File: src/rtl/rsr.sv
// -----------------------------------------------------------------------------
// rsr -- UART Receive Shift Register
//
// Purpose:
//   Recovers asynchronous serial frames of the form START(0), DATA_SIZE data
//   bits LSB first, STOP(1). The line is oversampled OVERSAMPLE times per bit
//   using rising edges of sample_tick. Each bit is sampled at its midpoint.
//   Good words are presented with a valid/ack handshake. A STOP bit sampled
//   low is reported as a one-clock frame_err pulse.
//
// Parameters:
//   DATA_SIZE   data bits per frame (default 7)
//   OVERSAMPLE  sample events per bit period, even and >= 4 (default 16)
//
// Ports:
//   clk          in   system clock, all logic on posedge
//   reset        in   asynchronous, active-high reset
//   rx_i         in   serial line, idle high, asynchronous to clk
//   sample_tick  in   oversample clock; each rising edge is one sample event
//   rx_ack       in   consumer has taken rx_data; clears rx_valid
//   rx_data      out  last good received word
//   rx_valid     out  rx_data holds an unread word
//   rx_busy      out  frame reception in progress
//   frame_err    out  one-clock pulse when the STOP bit is sampled low
//   overrun      out  sticky: a word completed while an unread word was held
//
// Configuration:
//   RSR_OVERRUN_EN  When defined, a word that completes while rx_valid=1 and
//                   rx_ack=0 is discarded and overrun is set until rx_ack or
//                   reset. When undefined, the new word overwrites rx_data
//                   and overrun is tied low.
// -----------------------------------------------------------------------------
`timescale 1ns/1ps

module rsr #(
  parameter int DATA_SIZE  = 7,
  parameter int OVERSAMPLE = 16
) (
  input  logic                 clk,
  input  logic                 reset,
  input  logic                 rx_i,
  input  logic                 sample_tick,
  input  logic                 rx_ack,
  output logic [DATA_SIZE-1:0] rx_data,
  output logic                 rx_valid,
  output logic                 rx_busy,
  output logic                 frame_err,
  output logic                 overrun
);

  localparam int CNT_W = $clog2(OVERSAMPLE);
  localparam int IDX_W = (DATA_SIZE > 1) ? $clog2(DATA_SIZE) : 1;

  // The start bit is checked half a bit after the falling edge. From then
  // on, every full bit period lands in the middle of the next bit.
  localparam logic [CNT_W-1:0] MID_CNT  = CNT_W'(OVERSAMPLE / 2 - 1);
  localparam logic [CNT_W-1:0] END_CNT  = CNT_W'(OVERSAMPLE - 1);
  localparam logic [IDX_W-1:0] LAST_IDX = IDX_W'(DATA_SIZE - 1);

  typedef enum logic [1:0] {
    S_IDLE,
    S_START,
    S_DATA,
    S_STOP
  } state_t;

  // ---------------------------------------------------------------------------
  // Registers and wires
  // ---------------------------------------------------------------------------
  logic                 r_rx_meta;
  logic                 r_rx_s;
  logic                 r_tick_q;
  state_t               r_state;
  logic [CNT_W-1:0]     r_samp_cnt;
  logic [IDX_W-1:0]     r_bit_idx;
  logic [DATA_SIZE-1:0] r_shift;
  logic [DATA_SIZE-1:0] r_rx_data;
  logic                 r_rx_valid;
  logic                 r_rx_busy;
  logic                 r_frame_err;

  logic                 w_tick_evt;
  state_t               w_next_state;
  logic [CNT_W-1:0]     w_next_samp;
  logic [IDX_W-1:0]     w_next_idx;
  logic                 w_capture;
  logic                 w_stop_good;
  logic                 w_stop_bad;
  logic                 w_load;

  // ---------------------------------------------------------------------------
  // Input conditioning
  // ---------------------------------------------------------------------------
  // The synchronizer presets to the idle level so that reset release never
  // looks like a start bit.
  // NOTE: non-blocking assignments in clocked blocks make every flop sample
  // the pre-edge value of its source, which is what gives two real stages
  // here instead of one collapsed stage.
  always_ff @(posedge clk or posedge reset) begin
    if (reset) begin
      r_rx_meta <= 1'b1;
      r_rx_s    <= 1'b1;
      r_tick_q  <= 1'b0;
    end else begin
      r_rx_meta <= rx_i;
      r_rx_s    <= r_rx_meta;
      r_tick_q  <= sample_tick;
    end
  end

  // One sample event per rising edge of sample_tick, however long it stays high.
  assign w_tick_evt = sample_tick & ~r_tick_q;

  // ---------------------------------------------------------------------------
  // FSM: state and counter registers
  // ---------------------------------------------------------------------------
  always_ff @(posedge clk or posedge reset) begin
    if (reset) begin
      r_state    <= S_IDLE;
      r_samp_cnt <= '0;
      r_bit_idx  <= '0;
      r_rx_busy  <= 1'b0;
    end else begin
      r_state    <= w_next_state;
      r_samp_cnt <= w_next_samp;
      r_bit_idx  <= w_next_idx;
      // Registered from the next state so rx_busy tracks the state register exactly.
      r_rx_busy  <= (w_next_state != S_IDLE);
    end
  end

  // ---------------------------------------------------------------------------
  // FSM: next state, counters and sample strobes
  // ---------------------------------------------------------------------------
  // NOTE: every signal gets its default first, so no path through the case
  // leaves an output unassigned, and no latch is inferred.
  always_comb begin
    w_next_state = r_state;
    w_next_samp  = r_samp_cnt;
    w_next_idx   = r_bit_idx;
    w_capture    = 1'b0;
    w_stop_good  = 1'b0;
    w_stop_bad   = 1'b0;

    if (w_tick_evt) begin
      unique case (r_state)
        S_IDLE: begin
          if (!r_rx_s) begin
            w_next_state = S_START;
            w_next_samp  = '0;
          end
        end

        S_START: begin
          if (r_samp_cnt == MID_CNT) begin
            w_next_samp = '0;
            if (!r_rx_s) begin
              w_next_state = S_DATA;
              w_next_idx   = '0;
            end else begin
              // Line went high again before mid-bit: a glitch, not a start bit.
              w_next_state = S_IDLE;
            end
          end else begin
            w_next_samp = r_samp_cnt + 1'b1;
          end
        end

        S_DATA: begin
          if (r_samp_cnt == END_CNT) begin
            w_next_samp = '0;
            w_capture   = 1'b1;
            if (r_bit_idx == LAST_IDX) begin
              w_next_state = S_STOP;
            end else begin
              w_next_idx = r_bit_idx + 1'b1;
            end
          end else begin
            w_next_samp = r_samp_cnt + 1'b1;
          end
        end

        S_STOP: begin
          if (r_samp_cnt == END_CNT) begin
            // Return to IDLE at mid-stop, so the next start edge is caught
            // even if the transmitter's clock runs slightly fast.
            w_next_samp  = '0;
            w_next_state = S_IDLE;
            if (r_rx_s) begin
              w_stop_good = 1'b1;
            end else begin
              w_stop_bad  = 1'b1;
            end
          end else begin
            w_next_samp = r_samp_cnt + 1'b1;
          end
        end

        default: begin
          w_next_state = S_IDLE;
          w_next_samp  = '0;
        end
      endcase
    end
  end

  // ---------------------------------------------------------------------------
  // Data shift register
  // ---------------------------------------------------------------------------
  // NOTE: this datapath register has no reset. Every frame writes all
  // DATA_SIZE bits before its STOP sample, so stale contents never reach
  // rx_data.
  always_ff @(posedge clk) begin
    if (w_capture) begin
      r_shift[r_bit_idx] <= r_rx_s;
    end
  end

  // ---------------------------------------------------------------------------
  // Completion, handshake and overrun
  // ---------------------------------------------------------------------------
`ifdef RSR_OVERRUN_EN
  logic r_overrun;
  logic w_overrun_hit;

  // Completion onto an unread, unacknowledged word discards the new word.
  assign w_overrun_hit = w_stop_good & r_rx_valid & ~rx_ack;
  assign w_load        = w_stop_good & ~w_overrun_hit;

  always_ff @(posedge clk or posedge reset) begin
    if (reset) begin
      r_overrun <= 1'b0;
    end else if (w_overrun_hit) begin
      r_overrun <= 1'b1;
    end else if (rx_ack && r_rx_valid) begin
      r_overrun <= 1'b0;
    end
  end

  assign overrun = r_overrun;
`else
  // Without overrun tracking, the newest word always wins.
  assign w_load  = w_stop_good;
  assign overrun = 1'b0;
`endif

  always_ff @(posedge clk or posedge reset) begin
    if (reset) begin
      r_rx_data   <= '0;
      r_rx_valid  <= 1'b0;
      r_frame_err <= 1'b0;
    end else begin
      r_frame_err <= w_stop_bad;
      // A completion in the same clock as rx_ack takes priority, so the
      // new word is presented instead of being dropped.
      if (w_load) begin
        r_rx_data  <= r_shift;
        r_rx_valid <= 1'b1;
      end else if (rx_ack) begin
        r_rx_valid <= 1'b0;
      end
    end
  end

  assign rx_data   = r_rx_data;
  assign rx_valid  = r_rx_valid;
  assign rx_busy   = r_rx_busy;
  assign frame_err = r_frame_err;

endmodule

File: config.mk
export PLATFORM = sky130hd
export DESIGN_NAME = rsr
export DESIGN_NICKNAME = d
export VERILOG_FILES = /design/src/rtl/rsr.sv
export SDC_FILE = /design/constraint.sdc
export NUM_CORES = 1
export LEC_CHECK = 0
export ABC_AREA = 1
export CELL_PAD_IN_SITES_DETAIL_PLACEMENT = 0
export CELL_PAD_IN_SITES_GLOBAL_PLACEMENT = 1
export CORE_UTILIZATION = 44
export CTS_CLUSTER_SIZE = 10
export DETAILED_ROUTE_END_ITERATION = 10
export GPL_ROUTABILITY_DRIVEN = 0
export MAX_ROUTING_LAYER = met4
export PLACE_DENSITY_LB_ADDON = 0.1
export RECOVER_POWER = 50
export SYNTH_ARGS = -nofsm -noshare
export SYNTH_HDL_FRONTEND = slang
export SYNTH_SLANG_ARGS = --single-unit
File: constraint.sdc
create_clock -name clk -period 2.5 [get_ports clk]
set_input_delay 0.625 -clock clk [delete_from_list [all_inputs] [get_ports clk]]
set_output_delay 0.625 -clock clk [all_outputs]
set_load 0.03 [all_outputs]
# After elaboration in Yosys (flattened, before gate mapping)
# Cells that the tools add are included.
# classes
n_reduce_logical,8
n_eq_ne,11
n_mux,33
bitwise,2
n_addsub,2
magnitude_cmp,2
# op_table
cell,count
two-way mux 1 bit,14
two-way mux 2 bit,7
two-way mux 3 bit,4
two-way mux 4 bit,3
one-hot mux 4 bit (3 select lines),1
inequality test 2 bit (second input constant),5
one-hot mux 2 bit (4 select lines),1
bitwise mux 7 bit,1
one-hot mux 3 bit (2 select lines),1
AND reduction 6 bit,1
nonzero test 2 bit,3
adder 4 x 1 -> 4 bit (second input constant),1
== test 2 bit (second input constant),2
== test 4 x 3 -> 1 bit (second input constant),1
== test 4 bit (second input constant),1
< comparator 3 x 4 -> 1 bit (second input constant),1
adder 3 x 1 -> 3 bit (second input constant),1
demux 1 bit (select 3 bit),1
== test 3 bit (second input constant),1
greater-or-equal comparator 3 x 1 -> 1 bit (second input constant),1
== test 2 x 1 -> 1 bit (second input constant),1
zero test 2 bit,1
AND reduction 2 bit,1
OR reduction 2 bit,1
other kinds (3),3
# totals
register_bits,29
out_inout_bits,11
elab_cells,69

# Longest topological paths before layout
# Gate-level depths: netlist of run 1.
# logic_depth
word_depth,6
mapped_depth,10

# Worst setup path after synthesis of run 1
# OpenSTA, ideal clock, no wires.
# synth_timing
path_kind,input-to-reg
startpoint,input port sample_tick
endpoint,"register r_shift[0], enable pin"
required_ps,2188
arrival_ps,1258
cell_stages,6
path_buffers,0
setup_slack_ps,930
cell_sequence,inv_1 > nor2_4 > nand2_1 > nor2_1 > nand2_1 > nor3_1
# synth_between
elab_chain_len,2
# synth_rtl
item,line,source
"start, declared",42,"input logic sample_tick,"
bitwise AND 1 bit,112,assign w_tick_evt = sample_tick & ~r_tick_q;
two-way mux 1 bit,145,if (w_tick_evt) begin
"end signal, assigned by index",215,r_shift[r_bit_idx] <= r_rx_s;
"end, declared",76,logic [DATA_SIZE-1:0] r_shift;
# No other way between the ends.
# A chain may end at the register's enable or synchronous reset.

# Worst setup path after layout of run 1
# layout_timing
startpoint,"register r_rx_data[6], in the netlist rx_data[6]"
endpoint,output port rx_data[6]
# layout_rtl
item,line,source
"start, declared",77,logic [DATA_SIZE-1:0] r_rx_data;
"start signal, assigned",257,r_rx_data <= r_shift;
"end, declared",44,"output logic [DATA_SIZE-1:0] rx_data,"
# No word-level cell between the ends.

==> flow_summary.yaml, run 1 <==
sta:
  slew_viol_final: 0
  hold_viol: 0
  worst_slack_ns: 0.5181
  tns_ns: 0
  rsz0062_at_grt: "false"
  skew_ns: 0.008494
  fin_crit_ns: 1.982
  finalSetupViolCount: 0
  maxSlewHeadroom: 0.6547
  fmax_ghz: 0.5046
  period_share: 0.7928
  tightest_slew_ns: 0.5173
cells_and_area:
  nFillCells: 272
  layout_commonest_cell: "nand2_1"
  area_delta_synth_final_pct: 17.02
  nets: 175
  layout_common_cells: "38 x nand2_1, 22 x inv_1, 20 x dfrtp_1, 13 x nor2_1, 12 x o21ai_1"
  diodes: 0
  drive_above_1_share: 0.06548
worst_setup_path:
  path_delay_family: "buffers and inverters"
  crit_chain: "clkdlybuf4s50_1"
  critPathBufInv: 1
  worstSetupStartpointType: "register"
  cp_max_fo: 2
  critPathArrivalTime_ns: 1.36
  r2r_cells: 7
  cp_slowest_cell: "clkdlybuf4s50_1"
  crit_type: "register to output pin"
  crit_required_ns: 1.88
  max_stage_delay_ns: 0.67
  cp.depth: 1
  end_kind: "output pin"
clocking:
  cts_buffer_depth: 2
  postCtsHoldBufs: 0
  htreeDepth: 2
  cts_num_sinks: 29
  clk-insertion-delay-late_ns: 0.33
  cts_made_buffers: 5
  cts_tree: "done"
  cts_resized: 0
  postCtsSetupBuffers: 0
  cts_root_buffer: "clkbuf_4"
  cts.reportedPaths.clkPinSlew_ns: 0.09
global_route:
  overflow: 0
  antenna_found_initial: 0
  grt_pass1_wl_um: 4222
  grt_max_degree: 16
  grt_pass1_vias: 934
  grt_usage: 0.1839
synthesis:
  synth_seq_cells: 29
  async_flop_share: 0.7586
  synth.lib_cells_used.distinct: 24
  avgSynthCellArea_um2: 8.894
  yosys_most_used_dff: "dfrtp_1"
  yosysWarnings: 0
  synth_edf_count: 7
  synth_fp_nets: 156
  syn_area_mm2: 0.001316
  ys_seq_area_frac: 0.5798
  synth_area_leaders: "dfrtp_1 38%, edfxtp_1 16%, nand2_1 11%"
  synth_top_area_frac: 0.3802
  synthCells: 148
  yosysTopAreaCell: "dfrtp_1"
die:
  die_h_um: 56.70
  row_count: 19
  core_area_mm2: 0.002805
  start_util: 0.4692
  dieArea_mm2: 0.003214
  die_w_um: 56.70
  pin_count: 16
worst_hold_path:
  holdPathStages: 0
  hold_path_class: "register to register"
detailed_routing:
  post_drt_via_cell_ratio: 4.945
  wl_um: 2289
  drt_iter0_drc: 38
  wl_per_cell_um: 11.50
  drtPass1Iterations: 8
  drc: 4
  ant_nets: 0
  vias: 984
pwr:
  leakagePower_nw: 0.7143
  vdd_drop_max_v: 0.0004927
  power.density_mw_per_mm2: 737.5
placement:
  io_buffer_count: 14
  place_hpwl_um: 1681
  pre_cts_ws_ns: 0.2733
status:
  violations: "DRC"
  status: "finished, violations left"
job:
  maxCapViolations: 0
[cell type report]
class | instances | area (um^2) | share of cell area
Sequential cell | 29 | 763.2 | 0.4955
Multi-Input combinational cell | 93 | 449.2 | 0.2916
Timing Repair Buffer | 15 | 143.9 | 0.09342
Inverter | 23 | 86.33 | 0.05605
Clock buffer | 8 | 58.81 | 0.03818
Tap cell | 31 | 38.79 | 0.02518
[cell families after synthesis]
family | Yosys count | share of synthesized area
xor+xnor | 2 | 0.01331
fa+ha+maj | 3 | 0.02852
simple gates | 67 | 0.2158
flops | 29 | 0.5798
compound gates | 20 | 0.08080
buf+inv | 26 | 0.07890
other cells | 1 | 0.002849
[routing by layer]
metal | GRT usage | wire [um] | part of all wire
met4 | 0.08571 | 51 | 0.022
met1 | 0.2440 | 1142 | 0.50
met2 | 0.2449 | 949 | 0.41
met3 | 0.07143 | 145 | 0.063
met5 | - | 0 | 0
[flip-flops by register name (all words and copies together) (netlist names)]
name        flops
frame_err       1
r_samp_cnt      4
r_rx_meta       1
r_bit_idx       3
r_state         2
r_tick_q        1
r_rx_s          1
rx_data         7
rx_busy         1
rx_valid        1
r_shift         7
[final timing paths]
check | startpoint | end | slack (ns)
hold / removal | r_rx_meta$_DFF_PP1_ | r_rx_s$_DFF_PP1_ | 0.37
min in group asynchronous | reset | r_bit_idx[1]$_DFFE_PP0P_ | 0.77
hold reg to reg | r_rx_meta$_DFF_PP1_ | r_rx_s$_DFF_PP1_ | 0.37
setup reg to reg | r_samp_cnt[0]$_DFFE_PP0P_ | r_shift[2]$_DFFE_PP_ | 0.78
max in group asynchronous | reset | r_tick_q$_DFF_PP0_ | 0.93
setup / recovery | rx_data[6]$_DFFE_PP0P_ | rx_data[6] | 0.52
[per-stage QoR]
step / instances / hold slack (ns) / area [um^2] / util / power (W)
4_1_cts: 199 / 0.3617 / 1544 / 0.5504 / 0.001148
3_5_place_dp: 191 / 0.3479 / 1485 / 0.5294 / 0.0008482
2_1_floorplan: 148 / 0.3452 / 1316 / - / 0.0007771
3_3_place_gp: 191 / 0.3464 / 1485 / 0.5294 / 0.0008430
5_1_grt: 199 / 0.3795 / 1540 / 0.5491 / 0.001221
6_report: 199 / 0.3662 / 1540 / 0.5491 / 0.001136
[Yosys cell counts, types with 2 or more instances]
| cell type | n |
|---|---|
| nand2_1 | 38 |
| inv_1 | 22 |
| dfrtp_1 | 20 |
| nor2_1 | 13 |
| o21ai_1 | 12 |
| nand3_1 | 8 |
| edfxtp_1 | 7 |
| nor3_1 | 5 |
| ha_1 | 3 |
| o21ai_0 | 3 |
| a21oi_1 | 2 |
| buf_2 | 2 |
| dfstp_2 | 2 |
[report_power, final]
part	leakage, nW	switching (W)	internal (W)	total, W
Sequential	0.351	0.0000592	0.000537	0.000596
Clock	0.0326	0.000159	0.000139	0.000298
Combinational	0.330	0.000155	0.0000868	0.000242
Total	0.714	0.000374	0.000762	0.00114
Power figures use the tool's default switching activity.
==> inputs of run 2 (changes only) <==
Settings changed: CORE_UTILIZATION 44 to 41.
Clock period 2.5 ns to 1.9 ns, I/O delays scaled along.
==> flow_summary.yaml, run 2 (synthesized netlist as in run 1, its figures left out) <==
worst_hold_path:
  holdPathStages: 0
  hold_path_class: "register to register"
clocking:
  cts_buffer_depth: 2
  cts_tree: "done"
  cts_made_buffers: 5
  postCtsSetupBuffers: 0
  clk-insertion-delay-late_ns: 0.32
  htreeDepth: 2
  cts_num_sinks: 29
  postCtsHoldBufs: 0
  cts_root_buffer: "clkbuf_4"
  cts_resized: 0
  cts.reportedPaths.clkPinSlew_ns: 0.10
status:
  status: "finished clean"
placement:
  place_area_mm2: 0.001516
  io_buffer_count: 14
  place_hpwl_um: 1630
  pre_cts_ws_ns: -0.02845
worst_setup_path:
  r2r_cells: 7
  cp.depth: 1
  r2r-start: "r_samp_cnt[0]$_DFFE_PP0P_"
  cp_slowest_cell: "clkdlybuf4s50_1"
  cp_max_fo: 2
  path_delay_family: "buffers and inverters"
  startpoint: "rx_data[3]$_DFFE_PP0P_"
  max_stage_delay_ns: 0.67
  critPathBufInv: 1
  end_kind: "output pin"
  crit_required_ns: 1.42
  crit_type: "register to output pin"
  worstSetupStartpointType: "register"
  ff2ff_setup_slack_ns: 0.18
  reg2reg_to: "r_shift[2]$_DFFE_PP_"
  critPathArrivalTime_ns: 1.35
  crit_chain: "clkdlybuf4s50_1"
  worstSetupEndpoint: "rx_data[3]"
sta:
  maxSlewHeadroom: 0.1879
  slew_viol_final: 0
  fin_crit_ns: 1.824
  skew_ns: 0.01177
  hold_viol: 0
  tns_ns: 0
  finalSetupViolCount: 0
  rsz0062_at_grt: "false"
  tightest_slew_ns: 1.218
  period_share: 0.9598
  worst_slack_ns: 0.07635
  fmax_ghz: 0.5484
  whs_ns: 0.3716
global_route:
  grt_usage: 0.1668
  antenna_found_initial: 0
  overflow: 0
  grt_max_degree: 23
  grt_pass1_vias: 884
  grt_pass1_wl_um: 3974
detailed_routing:
  wl_per_cell_um: 10.83
  drt_iter0_drc: 51
  ant_nets: 0
  drtPass1Iterations: 4
  wl_um: 2318
  post_drt_via_cell_ratio: 4.612
  drc: 0
  vias: 987
pwr:
  clockPowerShare: 0.301
  comb_power_share: 0.205
  vdd_drop_max_v: 0.0006207
  leakagePower_nw: 0.7332
  netSwitchingFraction: 0.3049
  internal-power_w: 0.001102
  power.density_mw_per_mm2: 998.0
  p_seq_frac: 0.494
  p_sw_w: 0.0004835
cells_and_area:
  layout_commonest_cell: "nand2_1"
  layout_common_cells: "38 x nand2_1, 22 x inv_1, 20 x dfrtp_1, 13 x nor2_1"
  nets: 177
  drive_above_1_share: 0.08235
  fin_area_mm2: 0.001589
  area_delta_synth_final_pct: 20.72
  nFillCells: 297
  diodes: 0
die:
  dieArea_mm2: 0.003441
  core_area_mm2: 0.003053
  die_w_um: 58.66
  row_count: 20
  pin_count: 16
  start_util: 0.4311
  die_h_um: 58.66
job:
  maxCapViolations: 0
run 2: changes by cell type in the layout (fill, tap and decap cells not counted):
cell             delta
buf_4               +2
bufinv_16           +1
clkbuf_1            -1
clkbuf_8            -1
clkdlybuf4s50_1     +1
clkinv_2            +1
dlygate4sd3_1       -1
run 2: layout make-up:
| type | instances | area (um^2) | share of cell area |
|---|---|---|---|
| Multi-Input combinational cell | 93 | 449.2 | 0.2827 |
| Timing Repair Buffer | 17 | 158.9 | 0.1000 |
| Inverter | 23 | 86.33 | 0.05433 |
| Sequential cell | 29 | 763.2 | 0.4803 |
| Tap cell | 44 | 55.05 | 0.03465 |
| Clock inverter | 2 | 35.03 | 0.02205 |
| Clock buffer | 6 | 41.29 | 0.02598 |
run 2: routing by layer:
metal | up-vias | part of all wire | GRT usage | routed length (um)
li1 | 513 | - | - | -
met2 | 25 | 0.43 | 0.2414 | 996
met5 | - | 0 | - | 0
met1 | 447 | 0.50 | 0.2063 | 1167
met3 | 2 | 0.057 | 0.06813 | 133
met4 | 0 | 0.0091 | 0.07143 | 21
run 2: worst min-delay path by stage:
stage,startpoint,to,slack (ns)
after floorplan,r_rx_meta$_DFF_PP1_,r_rx_s$_DFF_PP1_,0.35
after global placement,r_rx_meta$_DFF_PP1_,r_rx_s$_DFF_PP1_,0.35
after detailed placement,r_rx_meta$_DFF_PP1_,r_rx_s$_DFF_PP1_,0.35
after CTS,r_rx_meta$_DFF_PP1_,r_rx_s$_DFF_PP1_,0.37
after global routing,r_rx_meta$_DFF_PP1_,r_rx_s$_DFF_PP1_,0.38
final,r_rx_meta$_DFF_PP1_,r_rx_s$_DFF_PP1_,0.37
run 2: per-stage QoR:
step / total power, W / utilization / cells
finish: 0.001586 / 0.5205 / 214
global route: 0.001707 / 0.5205 / 214
CTS: 0.001611 / 0.5217 / 214
detailed placement: 0.001123 / 0.4967 / 206
global placement: 0.001115 / 0.4967 / 206
floorplan: 0.001022 / - / 148
run 2: power by group through the flow:
stage | clock network (W) | logic, W | registers, W
after detailed placement | 0 | 0.000327 | 0.000796
after global placement | 0 | 0.000321 | 0.000794
after floorplan | 0 | 0.000225 | 0.000798
after global routing | 0.000537 | 0.000374 | 0.000796
after CTS | 0.000499 | 0.000329 | 0.000784
final | 0.000477 | 0.000325 | 0.000783
